File: src/rtl/beam_thresh_sequencer.sv
// Per-beam threshold RAM that shifts both lanes into the beamformer cascade and commits them.
// Optional host readback port and per-lane committed flags: define BEAM_THRESH_SEQ_READBACK_EN.
module beam_thresh_sequencer #(
    parameter int                     NBEAMS         = 48,
    parameter int                     THRESH_BITS    = 18,
    parameter logic [THRESH_BITS-1:0] DEFAULT_THRESH = 18'd4000
) (
    input  logic                      clk_i,
    input  logic                      rst_i,
    input  logic                      thr_wr_i,
    input  logic                      thr_lane_i,
    input  logic [$clog2(NBEAMS)-1:0] thr_addr_i,
    input  logic [THRESH_BITS-1:0]    thr_dat_i,
    input  logic                      apply_i,
    input  logic [1:0]                apply_mask_i,
    output logic                      busy_o,
    output logic                      done_o,
    output logic [2*THRESH_BITS-1:0]  thresh_o,
    output logic [1:0]                thresh_wr_o,
    output logic [1:0]                thresh_update_o
`ifdef BEAM_THRESH_SEQ_READBACK_EN
    ,
    input  logic                      rd_lane_i,
    input  logic [$clog2(NBEAMS)-1:0] rd_addr_i,
    output logic [THRESH_BITS-1:0]    rd_dat_o,
    output logic [1:0]                committed_o
`endif
);

    localparam int AW = $clog2(NBEAMS);
    localparam logic [AW-1:0] LAST_BEAM = AW'(NBEAMS - 1);

    typedef enum logic [2:0] {IDLE, PRIME, SHIFT, COMMIT, DONE} state_t;

    state_t                 state_q, state_d;
    logic [AW-1:0]          cnt_q;
    logic [1:0]             mask_q;
    logic                   pend_q;
    logic [1:0]             pend_mask_q;
    logic                   apply_req;
    logic                   wr_ok;
    logic                   seq_rd;
    logic [AW-1:0]          seq_addr;

    logic [THRESH_BITS-1:0] ram0 [NBEAMS] = '{default: DEFAULT_THRESH};
    logic [THRESH_BITS-1:0] ram1 [NBEAMS] = '{default: DEFAULT_THRESH};

    assign apply_req = apply_i && (apply_mask_i != 2'b00);
    assign wr_ok     = thr_wr_i && (int'(thr_addr_i) < NBEAMS);

    // NOTE: the RAM has no reset; thresholds must survive a trigger-domain reset.
    always_ff @(posedge clk_i) begin
        if (wr_ok && !thr_lane_i) ram0[thr_addr_i] <= thr_dat_i;
        if (wr_ok &&  thr_lane_i) ram1[thr_addr_i] <= thr_dat_i;
    end

    // PRIME fetches the top beam; each SHIFT cycle prefetches the beam below the one on thresh_o.
    assign seq_rd   = (state_q == PRIME) || (state_q == SHIFT && cnt_q != '0);
    assign seq_addr = (state_q == PRIME) ? LAST_BEAM : cnt_q - AW'(1);

    // NOTE: sequential state uses non-blocking assignments so every register samples pre-edge values.
    always_ff @(posedge clk_i or posedge rst_i) begin
        if (rst_i)       thresh_o <= '0;
        else if (seq_rd) thresh_o <= {ram1[seq_addr], ram0[seq_addr]};
    end

    always_ff @(posedge clk_i or posedge rst_i) begin
        if (rst_i) state_q <= IDLE;
        else       state_q <= state_d;
    end

    always_comb begin
        // NOTE: defaults first so no path through the case leaves an output unassigned (no latches).
        state_d         = state_q;
        busy_o          = 1'b0;
        done_o          = 1'b0;
        thresh_wr_o     = 2'b00;
        thresh_update_o = 2'b00;
        unique case (state_q)
            IDLE:   if (apply_req) state_d = PRIME;
            PRIME: begin
                busy_o  = 1'b1;
                state_d = SHIFT;
            end
            SHIFT: begin
                busy_o      = 1'b1;
                thresh_wr_o = mask_q;
                if (cnt_q == '0) state_d = COMMIT;
            end
            COMMIT: begin
                busy_o          = 1'b1;
                thresh_update_o = mask_q;
                state_d         = DONE;
            end
            DONE: begin
                done_o  = 1'b1;
                state_d = (pend_q || apply_req) ? PRIME : IDLE;
            end
            default: state_d = IDLE;
        endcase
    end

    always_ff @(posedge clk_i or posedge rst_i) begin
        if (rst_i) begin
            cnt_q       <= '0;
            mask_q      <= 2'b00;
            pend_q      <= 1'b0;
            pend_mask_q <= 2'b00;
        end else begin
            if (state_q == PRIME)                      cnt_q <= LAST_BEAM;
            else if (state_q == SHIFT && cnt_q != '0)  cnt_q <= cnt_q - AW'(1);

            if (state_q == IDLE) begin
                if (apply_req) mask_q <= apply_mask_i;
            end else if (state_q == DONE) begin
                // Requests that arrived while busy collapse into one back-to-back sequence.
                if (pend_q || apply_req)
                    mask_q <= pend_mask_q | (apply_req ? apply_mask_i : 2'b00);
                pend_q      <= 1'b0;
                pend_mask_q <= 2'b00;
            end else if (apply_req) begin
                pend_q      <= 1'b1;
                pend_mask_q <= pend_mask_q | apply_mask_i;
            end
        end
    end

`ifdef BEAM_THRESH_SEQ_READBACK_EN
    always_ff @(posedge clk_i or posedge rst_i) begin
        if (rst_i) begin
            rd_dat_o    <= '0;
            committed_o <= 2'b00;
        end else begin
            if (int'(rd_addr_i) < NBEAMS)
                rd_dat_o <= rd_lane_i ? ram1[rd_addr_i] : ram0[rd_addr_i];
            else
                rd_dat_o <= '0;
            // A host write makes the RAM differ from what the beamformer holds, so clear wins.
            committed_o[0] <= (thr_wr_i && !thr_lane_i) ? 1'b0
                              : (committed_o[0] | (state_q == COMMIT && mask_q[0]));
            committed_o[1] <= (thr_wr_i &&  thr_lane_i) ? 1'b0
                              : (committed_o[1] | (state_q == COMMIT && mask_q[1]));
        end
    end
`endif

endmodule

File: config.mk
export PLATFORM = sky130hd
export DESIGN_NAME = beam_thresh_sequencer
export DESIGN_NICKNAME = d
export VERILOG_FILES = /design/src/rtl/beam_thresh_sequencer.sv
export SDC_FILE = /design/constraint.sdc
export NUM_CORES = 2
export LEC_CHECK = 0
export ABC_CLOCK_PERIOD_IN_PS = 2750
export CAP_MARGIN = 10
export CELL_PAD_IN_SITES_DETAIL_PLACEMENT = 1
export CELL_PAD_IN_SITES_GLOBAL_PLACEMENT = 1
export CORE_MARGIN = 1
export CORE_UTILIZATION = 49
export CTS_BUF_LIST = sky130_fd_sc_hd__clkbuf_8 sky130_fd_sc_hd__clkbuf_16
export DETAILED_ROUTE_END_ITERATION = 8
export MAX_ROUTING_LAYER = met4
export PLACE_DENSITY_LB_ADDON = 0.1
export SLEW_MARGIN = 20
export SYNTH_ARGS = -nofsm -noshare
export SYNTH_HDL_FRONTEND = slang
export SYNTH_SLANG_ARGS = --single-unit
File: constraint.sdc
create_clock -name clk_i -period 2.75 [get_ports clk_i]
set_clock_uncertainty 0.1 [all_clocks]
set_input_delay 0.4125 -clock clk_i [delete_from_list [all_inputs] [get_ports clk_i]]
set_output_delay 0.4125 -clock clk_i [all_outputs]
set_load 0.01 [all_outputs]
### Word-level counts from Yosys, hierarchy flattened

Memories as Yosys holds them, arrays and structs flattened. A register that Yosys moved wholly into a read port is not among the register bits.
Index checks and enable logic that the tools add are counted.

* add/sub/neg operators: 1
* bitwise logic cells: 3
* equal/unequal tests: 6
* reduce and logical (&&, ||, !) cells: 20
* mux-type cells: 24
* magnitude comparators: 1

Operators with widths (number)
* $mux 2: 9
* $mux 6: 3
* $pmux 3 s5: 1
* $reduce_bool 2->1: 5
* $mux 1: 9
* $eq 3x2->1 const B: 2
* $logic_not 6->1: 1
* $lt 6x6->1 const B: 1
* $mux 3: 2
* $reduce_bool 6->1: 1
* $sub 6x1->6 const B: 1
* $logic_and 1x1->1: 5
* $or 2x2->2: 2
* $reduce_and 2->1: 2
* $eq 3x1->1 const B: 1
* $eq 3x3->1 const B: 1
* $logic_not 3->1: 1
* $reduce_and 3->1: 1
* $reduce_or 3->1: 1
* $logic_or 1x1->1: 2
* $ne 2x1->1 const B: 1
* $ne 2x2->1 const B: 1
* $logic_not 1->1: 1
* $not 1->1: 1

* memory bits (writable): 1728
* flip-flop bits (word level): 14
* output and inout port bits: 42
* input bits: 31
* logic and storage cells: 62
* memories kept: 2

Memory list
* ram0: words 48, bits a word 18, read ports 1, clocked after Yosys merged registers in 1, write ports 1, line 45 `logic [THRESH_BITS-1:0] ram0 [NBEAMS] = '{default: DEFAULT_THRESH};`
* ram1: words 48, bits a word 18, read ports 1, clocked after Yosys merged registers in 1, write ports 1, line 46 `logic [THRESH_BITS-1:0] ram1 [NBEAMS] = '{default: DEFAULT_THRESH};`

### Longest topological paths before layout

* word-level depth: 7
* gate-level depth with buffers: 15
* gate-level depth less buffers: 8

### Worst setup path after synthesis

Ideal clock, no wire load.

* path kind: register to register
* start point: register cnt_q[0]
* end point: register thresh_o[32], read port of ram1
* cell stages (with the launch flop): 13
* data arrival time: 2.737 ns
* period minus slack after synthesis: 2.970 ns
* path slack: -0.220 ns
* library setup time: 0.133 ns
* required time: 2.517 ns
* buffers on the path: 5
* path through: dfrtp_1 > buf_2 > inv_1 > buf_2 > clkbuf_1 > ha_1 > buf_2 > nor3b_1 > xnor2_1 > nand2_1 > clkbuf_1 > o311ai_1 > o211ai_2

* word-level cells in the longest chain between the ends: 3
* elaborated cells between the ends (all ways): 5
* those cells by class: add/sub: 1; mux: 1; reduce/logical: 3

Ends and longest elaborated chain
* from (decl): line 36 `logic [AW-1:0] cnt_q;`
* from (signal assigned): line 111 `else if (state_q == SHIFT && cnt_q != '0) cnt_q <= cnt_q - AW'(1);`
* branches (longest 3 deep; another with $sub 6x1->6)
* to (decl): line 18 `output logic [2*THRESH_BITS-1:0] thresh_o,`

Several ways; the timed one is not identified.
A chain may end at the register's enable or synchronous reset.

### Worst setup path in the final report

* start point: register state_q[0]
* end point: register thresh_o[31], read port of ram1

* word-level cells in the longest chain between the ends: 3
* elaborated cells between the ends (all ways): 5
* those cells by class: eq/ne: 2; mux: 1; reduce/logical: 2

Ends and longest elaborated chain
* from (decl): line 35 `state_t state_q, state_d;`
* from (signal assigned): line 69 `else state_q <= state_d;`
* $eq 3x2->1: line 58 `assign seq_rd = (state_q == PRIME) || (state_q == SHIFT && cnt_q != '0);`
* $logic_and 1x1->1: line 58
* $logic_or 1x1->1: line 58

Parallel ways exist; a longest one is shown, timed or not.

==> Implementation_results.wiki <==
{| class="wikitable"
! Metric !! Value
|-
| Result of the run || complete, but fails checks
|-
| Violations in the final reports || DRC, setup timing
|-
| Worst path setup slack after routing || -0.1564 ns
|-
| Largest vdd supply drop || 0.001036 V
|-
| Critical Path, Cell by Cell || or3b_4 > buf_12 > buf_12 > nand2_8 > buf_6 > buf_4 > o21ai_1 > o211ai_1 > o311ai_4 > o211ai_1
|-
| Final period utilization || 105.7%
|-
| Overall global routing resource usage || 31.18%
|-
| Deepest clock path buffer count || 3
|-
| CTS sink count || roughly 1800
|-
| Wire length after detailed routing || 229400 um
|-
| Pin count of the biggest net entering global routing || a little under 100
|-
| Post-layout nets || 5094
|-
| Endpoint of the most critical register-to-register path || thresh_o[31]
|-
| Critical Path End Type || register
|-
| Setup CP Type || register to register
|-
| Cell types with the largest area share after synthesis || sky130_fd_sc_hd__edfxtp_1 (73%), sky130_fd_sc_hd__mux2i_1 (4.1%), sky130_fd_sc_hd__mux2_2 (2.8%)
|-
| Post-Synthesis Net Count || 4547
|-
| Commonest cells in the netlist || sky130_fd_sc_hd__edfxtp_1 (1728), sky130_fd_sc_hd__a21oi_1 (300), sky130_fd_sc_hd__mux2i_1 (290)
|-
| R2R cell count || 10
|-
| Final number of hold-violating endpoints || 0
|-
| Die boundary width || 383.0 um
|-
| Routability congestion estimate from global placement || 0.8637
|-
| Post-synthesis cell count || around 4500
|-
| Average footprint of a synthesized cell || approximately 16 sq um
|-
| Sequential fraction of the synthesis area || 74.71%
|-
| Worst-skew pair later-pin latency || 0.83 ns
|-
| Met3 usage in global routing || under 10%
|-
| Number of distinct library cell variants in the gate-level netlist after synthesis || 76
|-
| Initial DRC count || between 4000 and 5000
|-
| Critical path startpoint || state_q[0]
|-
| Number of antenna violations at the first check in global routing || 8
|-
| Cell accounting for the most synthesized area || sky130_fd_sc_hd__edfxtp_1
|-
| Slowest cell delay on critical path || 0.47 ns
|-
| Placeable Area || 0.1438 sq mm
|-
| FMAX || roughly 340 MHz
|-
| Final total power || 0.1014 W
|-
| Via count of the first global-routing pass || 45422
|-
| Met1 track demand over resource in global routing || 43.70%
|-
| CP max-delay cell || sky130_fd_sc_hd__o211ai_1
|-
| Async set or reset register ratio after synthesis || ~2.8%
|-
| Cell Pwr Density || 1157 mW/mm^2
|-
| Number of standard-cell rows in the floorplan || ~140
|-
| Final max-slew violation count || 0
|-
| Max-slew headroom || about two fifths
|-
| Die outline area || 0.1467 sq mm
|-
| Total leakage power || approximately 30 nW
|-
| Predominant post-synthesis flop cell || sky130_fd_sc_hd__edfxtp_1
|-
| CP Data Required Time || between 3 and 4 ns
|-
| Top-area cell type share of the netlist area || between 70% and 80%
|-
| Number of failing setup endpoints in the final timing report || 30
|-
| Post-synthesis instance area || 0.07113 sq mm
|-
| Initial cell density of the core || between 40 and 50%
|-
| Startpoint kind of the worst setup timing path || register
|-
| Detailed Routing Iterations Pass 1 || 9
|-
| Crit path to || thresh_o[31]
|-
| Vias per std cell || between 6 and 7
|-
| Leftover overflow at the end of global routing || 0
|-
| Number of violations of the max-capacitance limit || 0
|-
| Slew of the pin with the lowest slew margin || 0.8900 ns
|-
| Count of pins on the block boundary || 73
|-
| Post-Route Utilization || 60.94%
|-
| Wire length per cell after detailed routing || 32.19 um
|-
| Number of synthesized register bits || about 1800
|-
| Worst-path fanout max || 8
|-
| Worst min path class || input pin to register
|-
| Fraction of layout instances using a drive strength above 1 || 24.70%
|-
| Post-layout min period || 2.906 ns
|-
| Drc violations || 16
|-
| Global-route wire length before repair || 320900 um
|-
| Number of CTS-inserted buffers || approximately 180
|-
| Post-synth EDFFs || 1728
|-
| Met2 demand-to-capacity share in global routing || about 49%
|-
| H-tree Lvls || 4
|-
| CTS tree || yes
|-
| Slack of the worst reg-to-reg path || -0.16 ns
|-
| Cell at the root of the clock tree || sky130_fd_sc_hd__clkbuf_16
|-
| ANT nets after route || 0
|-
| Reg2reg start || state_q[0]
|-
| CP Data Arrival Time || 3.53 ns
|-
| Routed via count || 45186
|-
| DPL Wire Length || ~140000 um
|-
| Area Overhead vs Synth || 23.24%
|-
| Warning count from the yosys run || 0
|-
| Clock-pin slew on the worst setup and hold paths || 0.06 ns
|-
| Cell with the most instances after synthesis || sky130_fd_sc_hd__edfxtp_1
|-
| Busiest metal layer after global routing || met2
|-
| Unrepaired setup endpoints after global routing || yes
|-
| IO buf count || between 70 and 80
|-
| Die H || 383.0 um
|}
[cells in the final DEF (no fill, tap or decap), types with 104 or more instances in the layout]
cell                        netlist  routed
sky130_fd_sc_hd__mux2i_1        290     290
sky130_fd_sc_hd__mux2_2         178     178
sky130_fd_sc_hd__a21oi_1        300     288
sky130_fd_sc_hd__clkbuf_16        0     204
sky130_fd_sc_hd__o21ai_0        217     207
sky130_fd_sc_hd__nand2_1        202     201
sky130_fd_sc_hd__o211ai_1       104     104
sky130_fd_sc_hd__nor2_1         217     162
sky130_fd_sc_hd__buf_12           0     188
sky130_fd_sc_hd__edfxtp_1      1728    1728
sky130_fd_sc_hd__nand3_1        110     110
sky130_fd_sc_hd__buf_4           14     381
[power breakdown]
group	internal (W)	switching, W	leakage [nW]
combinational	0.0185	0.0272	10.5
sequential	0.0302	0.000856	16.1
clock	0.0139	0.0107	3.08
total	0.0627	0.0388	29.7
[state kept, by name, summed over array words and instances, names as in the netlist]
name and count:
ram0 864, ram1 864, thresh_o 36, cnt_q 6, state_q 3, mask_q 2
pend_mask_q 2, pend_q 1
[cell families after synthesis]
logic type	Yosys count	share of synthesized area [%]
AO/OA/AOI/OAI	1214	11.53
multiplexers	471	6.994
buffers and inverters	387	2.445
adder cells (fa/ha/maj)	2	0.03518
AND/OR/NAND/NOR	655	4.197
XOR/XNOR	7	0.08620
flip-flops	1778	74.71
[per-layer routing]
layer / vias to the layer above / part of all wire, %
li1: 19085 / -
met1: 23988 / 43
met2: 1828 / 48
met3: 285 / 6.9
met4: 0 / 2.2
met5: - / 0
[through the flow]
step | hold slack [ns] | setup WS [ns] | std cells | setup TNS (ns) | area [sq um]
finish | 0.03629 | -0.1564 | 7126 | -1.545 | 87650
CTS | 0.007332 | -0.06452 | 7077 | -0.2385 | 86270
floorplan | 0.3717 | 0.009548 | 4514 | 0 | 71170
detailed placement | 0.3995 | -0.6290 | 6713 | -15.47 | 79430
global route | 0.03113 | -0.1525 | 7125 | -3.073 | 87650
global placement | 0.3908 | -0.4861 | 6713 | -9.780 | 79430
[area by class of cell]
cell class	count	area (sq um)
multi-input combinational	2349	17470
antenna	4	10.01
timing repair buffer	702	8527
clock buffer	196	4792
inverter	46	175.2
clock inverter	148	1155
tap	1903	2381
sequential	1778	53150
fill	12829	56180
[worst max-delay path, delay by kind of cell, from the launching register on]
kind                   cells  cell delay, ns
and+or+nand+nor            2            0.59
DFF                        1            0.43
AOI/OAI and AO/OA          4            1.08
buffers and inverters      4            0.57
[worst min path at each step]
stage / startpoint / end / slack (ns) / depth (start not counted)
after global routing: thr_dat_i[7] / ram0[35][7] / 0.03 / 1
after detailed placement: mask_q[1] / mask_q[1] / 0.40 / 1
after global placement: mask_q[1] / mask_q[1] / 0.39 / 1
after floorplan: mask_q[1] / mask_q[1] / 0.37 / 1
after CTS: thr_dat_i[5] / ram0[11][5] / 0.007 / 1
final: thr_dat_i[5] / ram0[25][5] / 0.04 / 1
[what timing repair did]
item,4_1_cts,5_1_grt
resized for setup,117,121
gates cloned,3,18
pin swaps,8,40
hold buffers,11,0
hold endpoints to repair,126,0
setup endpoints to repair,42,38
buffers inserted,6,29
Power figures use the tool's default switching activity.
